===== config.mk =====
export PLATFORM = sky130hd
export DESIGN_NAME = tt_um_div8_seq_flat
export DESIGN_NICKNAME = d
export VERILOG_FILES = /design/src/rtl/tt_um_div8_seq_if.sv /design/src/rtl/tt_um_div8_seq.sv /design/src/flat_wrapper.sv
export SDC_FILE = /design/constraint.sdc
export NUM_CORES = 1
export LEC_CHECK = 0
export CORE_MARGIN = 2
export CORE_UTILIZATION = 50
export CTS_CLUSTER_SIZE = 14
export DETAILED_ROUTE_END_ITERATION = 16
export PLACE_DENSITY = 0.81
export SYNTH_ARGS = -nofsm -noshare
export SYNTH_HDL_FRONTEND = slang
export SYNTH_SLANG_ARGS = --single-unit

===== constraint.sdc =====
create_clock -name clk -period 5.37 [get_ports clk]
set_input_delay 1.3425 -clock clk [delete_from_list [all_inputs] [get_ports clk]]
set_output_delay 1.3425 -clock clk [all_outputs]
set_load 0.05 [all_outputs]

===== src/rtl/tt_um_div8_seq_if.sv =====
// tt_um_div8_seq_if: TinyTapeout tile pins for the divider (ena, ui_in, uio_in in; uo_out, uio_out, uio_oe out)
interface tt_um_div8_seq_if;
  logic       ena;
  logic [7:0] ui_in;
  logic [7:0] uio_in;
  logic [7:0] uo_out;
  logic [7:0] uio_out;
  logic [7:0] uio_oe;
  modport master (output ena, ui_in, uio_in, input uo_out, uio_out, uio_oe);
  modport slave (input ena, ui_in, uio_in, output uo_out, uio_out, uio_oe);
endinterface


===== src/rtl/tt_um_div8_seq.sv =====
// tt_um_div8_seq: 8-bit sequential restoring divider.
// Ports: clk, rst_n (async active-low), bus (slave modport):
//   ena tile enable; ui_in operand byte; uio_in[0] load_a, [1] load_b, [2] start, [3] sel;
//   uo_out quotient (sel=0) or remainder (sel=1); uio_out[7:5] busy/done/dz; uio_oe constant 8'hE0.
module tt_um_div8_seq (
  input logic clk,
  input logic rst_n,
  tt_um_div8_seq_if.slave bus
);
  typedef enum logic [1:0] {IDLE, RUN, DONE} state_t;
  state_t r_state, w_state;
  logic [7:0] r_a, r_b, r_quo, r_q, r_r, w_a, w_b, w_quo, w_q, w_r;
  logic [8:0] r_rem, w_rem, w_t, w_diff;
  logic [3:0] r_cnt, w_cnt;
  logic       r_busy, r_done, r_dz, w_busy, w_done, w_dz, w_ge, w_ld, w_start, w_unused;
  assign w_unused = &{1'b0, bus.uio_in[7:4]};
  assign w_start = bus.uio_in[2];
  assign w_ld = r_state != RUN;
  assign w_t = {r_rem[7:0], r_quo[7]};
  assign w_ge = w_t >= {1'b0, r_b};
  assign w_diff = w_ge ? w_t - {1'b0, r_b} : w_t;
  always_comb begin
    w_state = r_state;
    w_a = w_ld && bus.uio_in[0] ? bus.ui_in : r_a;
    w_b = w_ld && bus.uio_in[1] ? bus.ui_in : r_b;
    w_rem = r_rem;
    w_quo = r_quo;
    w_cnt = r_cnt;
    w_q = r_q;
    w_r = r_r;
    w_busy = r_busy;
    w_done = r_done;
    w_dz = r_dz;
    if (r_state == RUN) begin
      w_rem = w_diff;
      w_quo = {r_quo[6:0], w_ge};
      w_cnt = r_cnt + 4'd1;
      if (r_cnt == 4'd7) begin
        w_q = {r_quo[6:0], w_ge};
        w_r = w_diff[7:0];
        w_busy = 1'b0;
        w_done = 1'b1;
        w_state = DONE;
      end
    end else if (w_start) begin
      w_rem = 9'd0;
      w_quo = r_a;
      w_cnt = 4'd0;
      w_dz = r_b == 8'd0;
      w_done = 1'b0;
      w_busy = 1'b1;
      w_state = RUN;
    end else if (r_state == DONE && (bus.uio_in[0] || bus.uio_in[1])) begin
      w_done = 1'b0;
      w_state = IDLE;
    end
  end
  always_ff @(posedge clk or negedge rst_n) begin
    if (!rst_n) begin
      r_state <= IDLE;
      r_a <= '0;
      r_b <= '0;
      r_rem <= '0;
      r_quo <= '0;
      r_cnt <= '0;
      r_q <= '0;
      r_r <= '0;
      r_busy <= 1'b0;
      r_done <= 1'b0;
      r_dz <= 1'b0;
    end else if (bus.ena) begin
      r_state <= w_state;
      r_a <= w_a;
      r_b <= w_b;
      r_rem <= w_rem;
      r_quo <= w_quo;
      r_cnt <= w_cnt;
      r_q <= w_q;
      r_r <= w_r;
      r_busy <= w_busy;
      r_done <= w_done;
      r_dz <= w_dz;
    end
  end
  assign bus.uo_out = bus.uio_in[3] ? r_r : r_q;
  assign bus.uio_out = {r_busy, r_done, r_dz, 5'b0};
  assign bus.uio_oe = 8'hE0;
endmodule


===== src/flat_wrapper.sv =====
// flat-port wrapper written by rule: the top's interface ports become plain ports
module tt_um_div8_seq_flat 
  (clk, rst_n, bus_ena, bus_ui_in, bus_uio_in, bus_uo_out, bus_uio_out, bus_uio_oe);
  tt_um_div8_seq_if bus_i ();
  input logic clk;
  input logic rst_n;
  input wire logic [$bits(bus_i.ena)-1:0] bus_ena;
  input wire logic [$bits(bus_i.ui_in)-1:0] bus_ui_in;
  input wire logic [$bits(bus_i.uio_in)-1:0] bus_uio_in;
  output wire logic [$bits(bus_i.uo_out)-1:0] bus_uo_out;
  output wire logic [$bits(bus_i.uio_out)-1:0] bus_uio_out;
  output wire logic [$bits(bus_i.uio_oe)-1:0] bus_uio_oe;
  assign bus_i.ena = bus_ena;
  assign bus_i.ui_in = bus_ui_in;
  assign bus_i.uio_in = bus_uio_in;
  assign bus_uo_out = bus_i.uo_out;
  assign bus_uio_out = bus_i.uio_out;
  assign bus_uio_oe = bus_i.uio_oe;
  tt_um_div8_seq u_core (.clk(clk), .rst_n(rst_n), .bus(bus_i));
endmodule

==> results of run 1 <==
[power by group through the flow]
stage | Sequential (mW) | Combinational (mW) | Clock (mW)
after floorplan | 0.696 | 0.873 | 0
final | 0.753 | 1.11 | 0.237
after global routing | 0.775 | 1.23 | 0.259
after CTS | 0.753 | 1.10 | 0.241
after global placement | 0.750 | 1.05 | 0
after detailed placement | 0.759 | 1.09 | 0
[Yosys cell counts (4+ instances only)]
| master | number | area share (%) |
|---|---|---|
| dfrtp_1 | 56 | 47 |
| nand2_1 | 41 | 5.1 |
| mux2_2 | 24 | 9.0 |
| inv_1 | 19 | 2.4 |
| buf_4 | 16 | 4.0 |
| o21ai_0 | 15 | 2.5 |
| nor2_1 | 12 | 1.5 |
| clkbuf_1 | 10 | 1.2 |
| ha_1 | 9 | 3.7 |
| a21oi_1 | 7 | 1.2 |
| a222oi_1 | 7 | 2.3 |
| nand4_1 | 5 | 1.0 |
| o31ai_1 | 5 | 1.2 |
| a31oi_1 | 4 | 0.83 |
| and2_1 | 4 | 0.83 |
| nand2b_1 | 4 | 0.83 |
| nand3_1 | 4 | 0.67 |
[worst paths after layout]
check / depth (start not counted) / slack (ns) / to
setup / recovery: 3 / 0.93 / bus_uo_out[2]
max in group asynchronous: 2 / 3.77 / u_core.r_r[7]
min in group asynchronous: 2 / 1.15 / u_core.r_a[4]
setup reg to reg: 6 / 2.64 / u_core.r_r[3]
hold / removal: 2 / 0.48 / u_core.r_q[7]
hold reg to reg: 2 / 0.48 / u_core.r_q[7]
[sequential cells by signal, indices dropped and copies added, names as in the netlist]
name	cells
u_core.r_a	8
u_core.r_b	8
u_core.r_q	8
u_core.r_quo	8
u_core.r_r	8
u_core.r_rem	8
u_core.r_cnt	4
u_core.r_state	2
u_core.r_busy	1
u_core.r_dz	1
[worst reg2reg max path, delay by kind of cell, from the launching register on]
family	cells	cell delay [ns]
flip-flops	1	0.43
adder cells (fa/ha/maj)	1	0.38
AO/OA/AOI/OAI	5	1.83
[per-layer routing]
layer	share of wire (%)	up-vias
met5	0	-
met4	1.9	0
met3	5.4	10
met2	46	68
met1	47	1075
li1	-	1077
[metrics by stage]
step	total power, mW	setup WS (ns)	cells	area (um^2)
2_1_floorplan	1.570	1.924	308	3045
3_3_place_gp	1.805	0.9356	383	3239
3_5_place_dp	1.853	0.9224	383	3239
4_1_cts	2.096	0.9183	391	3333
5_1_grt	2.262	0.8794	391	3333
6_report	2.098	0.9263	391	3333
[logic make-up (layout without fill, tap and decap cells)]
kind of cell / count (synthesis) / after routing / synth area share, %
AND/OR/NAND/NOR: 87 / 87 / 13.87
AO/OA/AOI/OAI: 67 / 67 / 16.62
flip-flops: 56 / 56 / 46.65
buffers and inverters: 47 / 55 / 7.955
multiplexers: 26 / 26 / 9.663
adder cells (fa/ha/maj): 10 / 10 / 4.415
other: 2 / 13 / 0.2500
XOR/XNOR: 2 / 2 / 0.5832
[layout make-up]
cell class                 count  area share [%]
clock buffer                   7           2.590
inverter                      19           2.140
multi-input combinational    205           42.15
timing repair buffer          28           8.033
sequential                    56           42.04
clock inverter                 1          0.2252
tap                           75           2.815
==> impl_metrics.yaml, run 1 <==
status:
  outcome: "finished, final reports clean"
sta:
  slew_violations: 0
  fin_crit_sh_pct: 82.75
  max_freq_mhz: 225.0
  hold_viol_final: 0
  whs_ns: 0.4817
  fin_skew_ns: 0.008065
  finalSetupViolations: 0
  relSlewSlack_pct: 27.51
  fin_crit_ns: 4.444
  rsz0062_at_grt: "false"
  fin_setup_tns_ns: 0
  worst_pin_slew_ns: 1.087
power_and_ir_drop:
  clock_power_share_pct: 11.3
  irDropWorstVdd_mv: 0.2904
  p_switching_uw: 931.9
  internal_power_mw: 1.166
  p_seq_share_pct: 35.9
  p_leak_nw: 1.553
  p_comb_share_pct: 52.8
  pwr_density_cell_nw_per_um2: 629.4
  swShare_pct: 44.42
floorplanning:
  rows: 28
  die_area_um2: 6644
  placeableCoreArea_um2: 5851
  start_util_pct: 51.35
  dieWidth_um: 81.51
  ios: 43
  die_y_um: 81.51
yosys:
  yosysUniqueCellTypes: 51
  syn_area_per_cell_um2: 10.11
  async_flop_share_pct: 100.0
  synth_edf_count: 0
  synth_seq_area_share_pct: 46.65
  netlist_area_um2: 3004
  synthCells: 297
  ys_ff_latch: 56
  yosys_most_used_dff: "dfrtp_1"
  synth_warnings: 0
setup_path:
  max_stage_delay_ns: 0.70
  cp_slowest_cell: "clkdlybuf4s50_1"
  crit_path_max_fanout: 8
  start_kind: "input port"
  critPathCaptureType: "primary output"
  crit_type: "input port to primary output"
  cpMostUsedCell: "clkdlybuf4s50_1"
  worstPathArrival_ns: 3.10
  crit_path_cell_trace: "clkdlybuf4s50_1 > mux2_2 > clkdlybuf4s50_1"
  reg2reg_from: "u_core.r_rem[3]"
  crit_start: "bus_uio_in[3]"
  cp_top_family: "buffers and inverters"
  path_buf_inv: 2
  cp.required_ns: 4.03
cts:
  postCtsSetupBuffers: 0
  tritoncts: "yes"
  holdBufCountCts: 0
  clk_latency_ns: 0.31
  h-tree-depth: 2
  clk_path_buf_depth: 2
  cts.repair.resized: 0
  cts.sinks: 56
  cts_inserted_buffers: 5
  clk_pin_slew_ns: 0.09
  cts-root-buf: "clkbuf_8"
routing:
  ant_nets: 0
  drt-wirelength-per-cell_um: 15.84
  vias_per_cell: 5.703
  drc_errors: 0
  drt_iter0_drc: 218
  routed_wl_um: 6195
  vias: 2230
  drtPass1Iterations: 4
final_layout:
  final_common_cell: "dfrtp_1"
  final_core_util_pct: 56.97
  seqCellArea_um2: 1401
  antenna_cells: 0
  multi_input_area_um2: 1405
  layout-drive-gt1-share_pct: 12.34
  fill_cells: 508
  area_growth_pct: 10.95
  layout_common_cells: "dfrtp_1 (56), nand2_1 (41), mux2_2 (24), clkdlybuf4s50_1 (24), inv_1 (19)"
  final_nets: 344
placed_design:
  io_buffers: 25
  place.gp.congestion: 0.8707
  dp_hpwl_um: 4535
global_route:
  antenna_found_initial: 0
  first_global_vias: 2154
  met2_usage_pct: 31.97
  use_met1_pct: 28.83
  grt_util_all_layers_pct: 20.47
  grt_max_degree: 57
  met3_usage_pct: 3.077
  grt_most_used_layer: "met2"
  gr-total-overflow: 0
  grt_pass1_wl_um: 10430
run:
  max-cap-violations: 0
hold_path:
  hold_class: "flop to flop"
  min_from: "u_core.r_q[7]"
Power figures use the tool's default switching activity.
==> inputs of run 2 (changes only) <==
==> constraint.sdc (replaced) <==
create_clock -name clk -period 4.7 [get_ports clk]
set_input_delay 1.175 -clock clk [delete_from_list [all_inputs] [get_ports clk]]
set_output_delay 1.175 -clock clk [all_outputs]
set_load 0.05 [all_outputs]
==> run 2 against run 1 <==
Clock power increased by 28%. Hold slack improved by 0.0037 ns. Power increased by 16%. First-iteration DRC count increased by 63%. Utilization increased by 0.086 points. Clock skew increased by 0.0017 ns. Wire length increased by 1.8%.
==> impl_metrics.yaml, run 2 (same netlist as run 1, synthesis figures left out) <==
sta:
  max_freq_mhz: 243.1
  fin_setup_tns_ns: 0
  finalSetupViolations: 0
  fin_crit_sh_pct: 87.51
  hold_viol_final: 0
  fin_crit_ns: 4.113
  slew_violations: 0
  worst_pin_slew_ns: 1.044
  rsz0062_at_grt: "false"
  fin_skew_ns: 0.009727
  relSlewSlack_pct: 30.40
global_route:
  gr-total-overflow: 0
  first_global_vias: 2178
  antenna_found_initial: 0
  grt_util_all_layers_pct: 21.15
  grt_pass1_wl_um: 10550
  grt_max_degree: 57
routing:
  drt_iter0_drc: 355
  routed_wl_um: 6309
  drt-wirelength-per-cell_um: 16.22
  drtPass1Iterations: 5
  vias: 2316
  vias_per_cell: 5.954
  drc_errors: 0
  ant_nets: 0
cts:
  cts.repair.resized: 0
  h-tree-depth: 2
  holdBufCountCts: 0
  postCtsSetupBuffers: 0
  clk_path_buf_depth: 2
  clk_latency_ns: 0.31
  cts-root-buf: "clkbuf_8"
  cts_inserted_buffers: 5
  cts.sinks: 56
  clk_pin_slew_ns: 0.09
  tritoncts: "yes"
power_and_ir_drop:
  p_leak_nw: 1.559
  total_power_mw: 2.436
  irDropWorstVdd_mv: 0.4319
  pwr_density_cell_nw_per_um2: 729.8
floorplanning:
  placeableCoreArea_um2: 5851
  die_y_um: 81.51
  ios: 43
  dieWidth_um: 81.51
  die_area_um2: 6644
  start_util_pct: 51.35
  rows: 28
setup_path:
  crit_type: "input port to primary output"
  crit_path_cell_trace: "clkdlybuf4s50_1 > mux2_2 > clkdlybuf4s50_1"
  cpMostUsedCell: "clkdlybuf4s50_1"
  r2r-end: "u_core.r_r[4]"
  max_stage_delay_ns: 0.70
  r2r_slack_ns: 2.10
  reg2regPathDepth: 6
  cp.required_ns: 3.52
  cp_slowest_cell: "clkdlybuf4s50_1"
  cp_top_family: "buffers and inverters"
  critPathCaptureType: "primary output"
  path_buf_inv: 2
  worstPathArrival_ns: 2.94
  start_kind: "input port"
  reg2reg_from: "u_core.r_rem[3]"
  crit_path_max_fanout: 8
hold_path:
  hold_class: "flop to flop"
  whs_endpoint: "u_core.r_q[7]"
  min_from: "u_core.r_q[7]"
  holdPathStages: 2
placed_design:
  placed_cell_area_um2: 3239
  place.gp.congestion: 0.8631
  dp_hpwl_um: 4579
  io_buffers: 25
status:
  outcome: "finished, final reports clean"
final_layout:
  final_cell_area_um2: 3338
  layout_common_cells: "dfrtp_1 (56), nand2_1 (41), mux2_2 (24), clkdlybuf4s50_1 (24), inv_1 (19)"
  area_growth_pct: 11.12
  final_core_util_pct: 57.06
  final_common_cell: "dfrtp_1"
  antenna_cells: 0
  final_nets: 344
  layout-drive-gt1-share_pct: 12.10
run:
  max-cap-violations: 0
==> run 2: cell types whose count changed in the layout (fill, tap and decap cells not counted), sizes merged <==
cell	delta
bufinv	+1
clkinvlp	-1
clkbuf	-2
==> run 2: worst register-to-register path, cell delays in order (launching register included) <==
cell and delay (ns):
dfrtp_1 0.43, ha_1 0.38, a21o_1 0.23, a31o_1 0.22, o221ai_1 0.79, a2bb2oi_1 0.23, o31ai_1 0.23
==> run 2: per-stage QoR <==
stage / std cells / setup slack, ns / hold slack (ns)
final: 389 / 0.5872 / 0.4854
after CTS: 389 / 0.5704 / 0.4871
after detailed placement: 383 / 0.5796 / 0.4651
after global placement: 383 / 0.6009 / 0.4537
after floorplan: 308 / 1.589 / 0.4419
after global routing: 389 / 0.5334 / 0.5071
==> run 2: how the worst max path moves through the flow <==
stage	from	endpoint	slack (ns)	cells past startpoint
floorplan	bus_uio_in[3]	bus_uo_out[0]	1.59	2
global placement	bus_uio_in[3]	bus_uo_out[2]	0.60	3
detailed placement	bus_uio_in[3]	bus_uo_out[2]	0.58	3
CTS	bus_uio_in[3]	bus_uo_out[4]	0.57	3
global route	bus_uio_in[3]	bus_uo_out[3]	0.53	3
finish	bus_uio_in[3]	bus_uo_out[4]	0.59	3
==> run 2: layout make-up <==
cell class	count	area, um^2
inverter	19	71.32
fill	505	2512
clock inverter	1	30.03
tap	75	93.84
timing repair buffer	28	267.8
multi-input combinational	205	1405
clock buffer	5	68.82
sequential	56	1401
==> run 2: report_power, final <==
group	switching (mW)	total (mW)	internal [mW]	leakage, nW
sequential	0.178	0.862	0.684	0.707
clock	0.150	0.303	0.153	0.0501
combinational	0.742	1.27	0.529	0.801
total	1.07	2.44	1.37	1.56
==> run 2: per-layer routing <==
metal	global-route usage, %	wire length, um	vias up
li1	-	-	1085
met1	28.96	2875	1135
met2	33.44	2957	79
met3	3.516	331	17
met4	8.644	144	0
met5	0	0	-
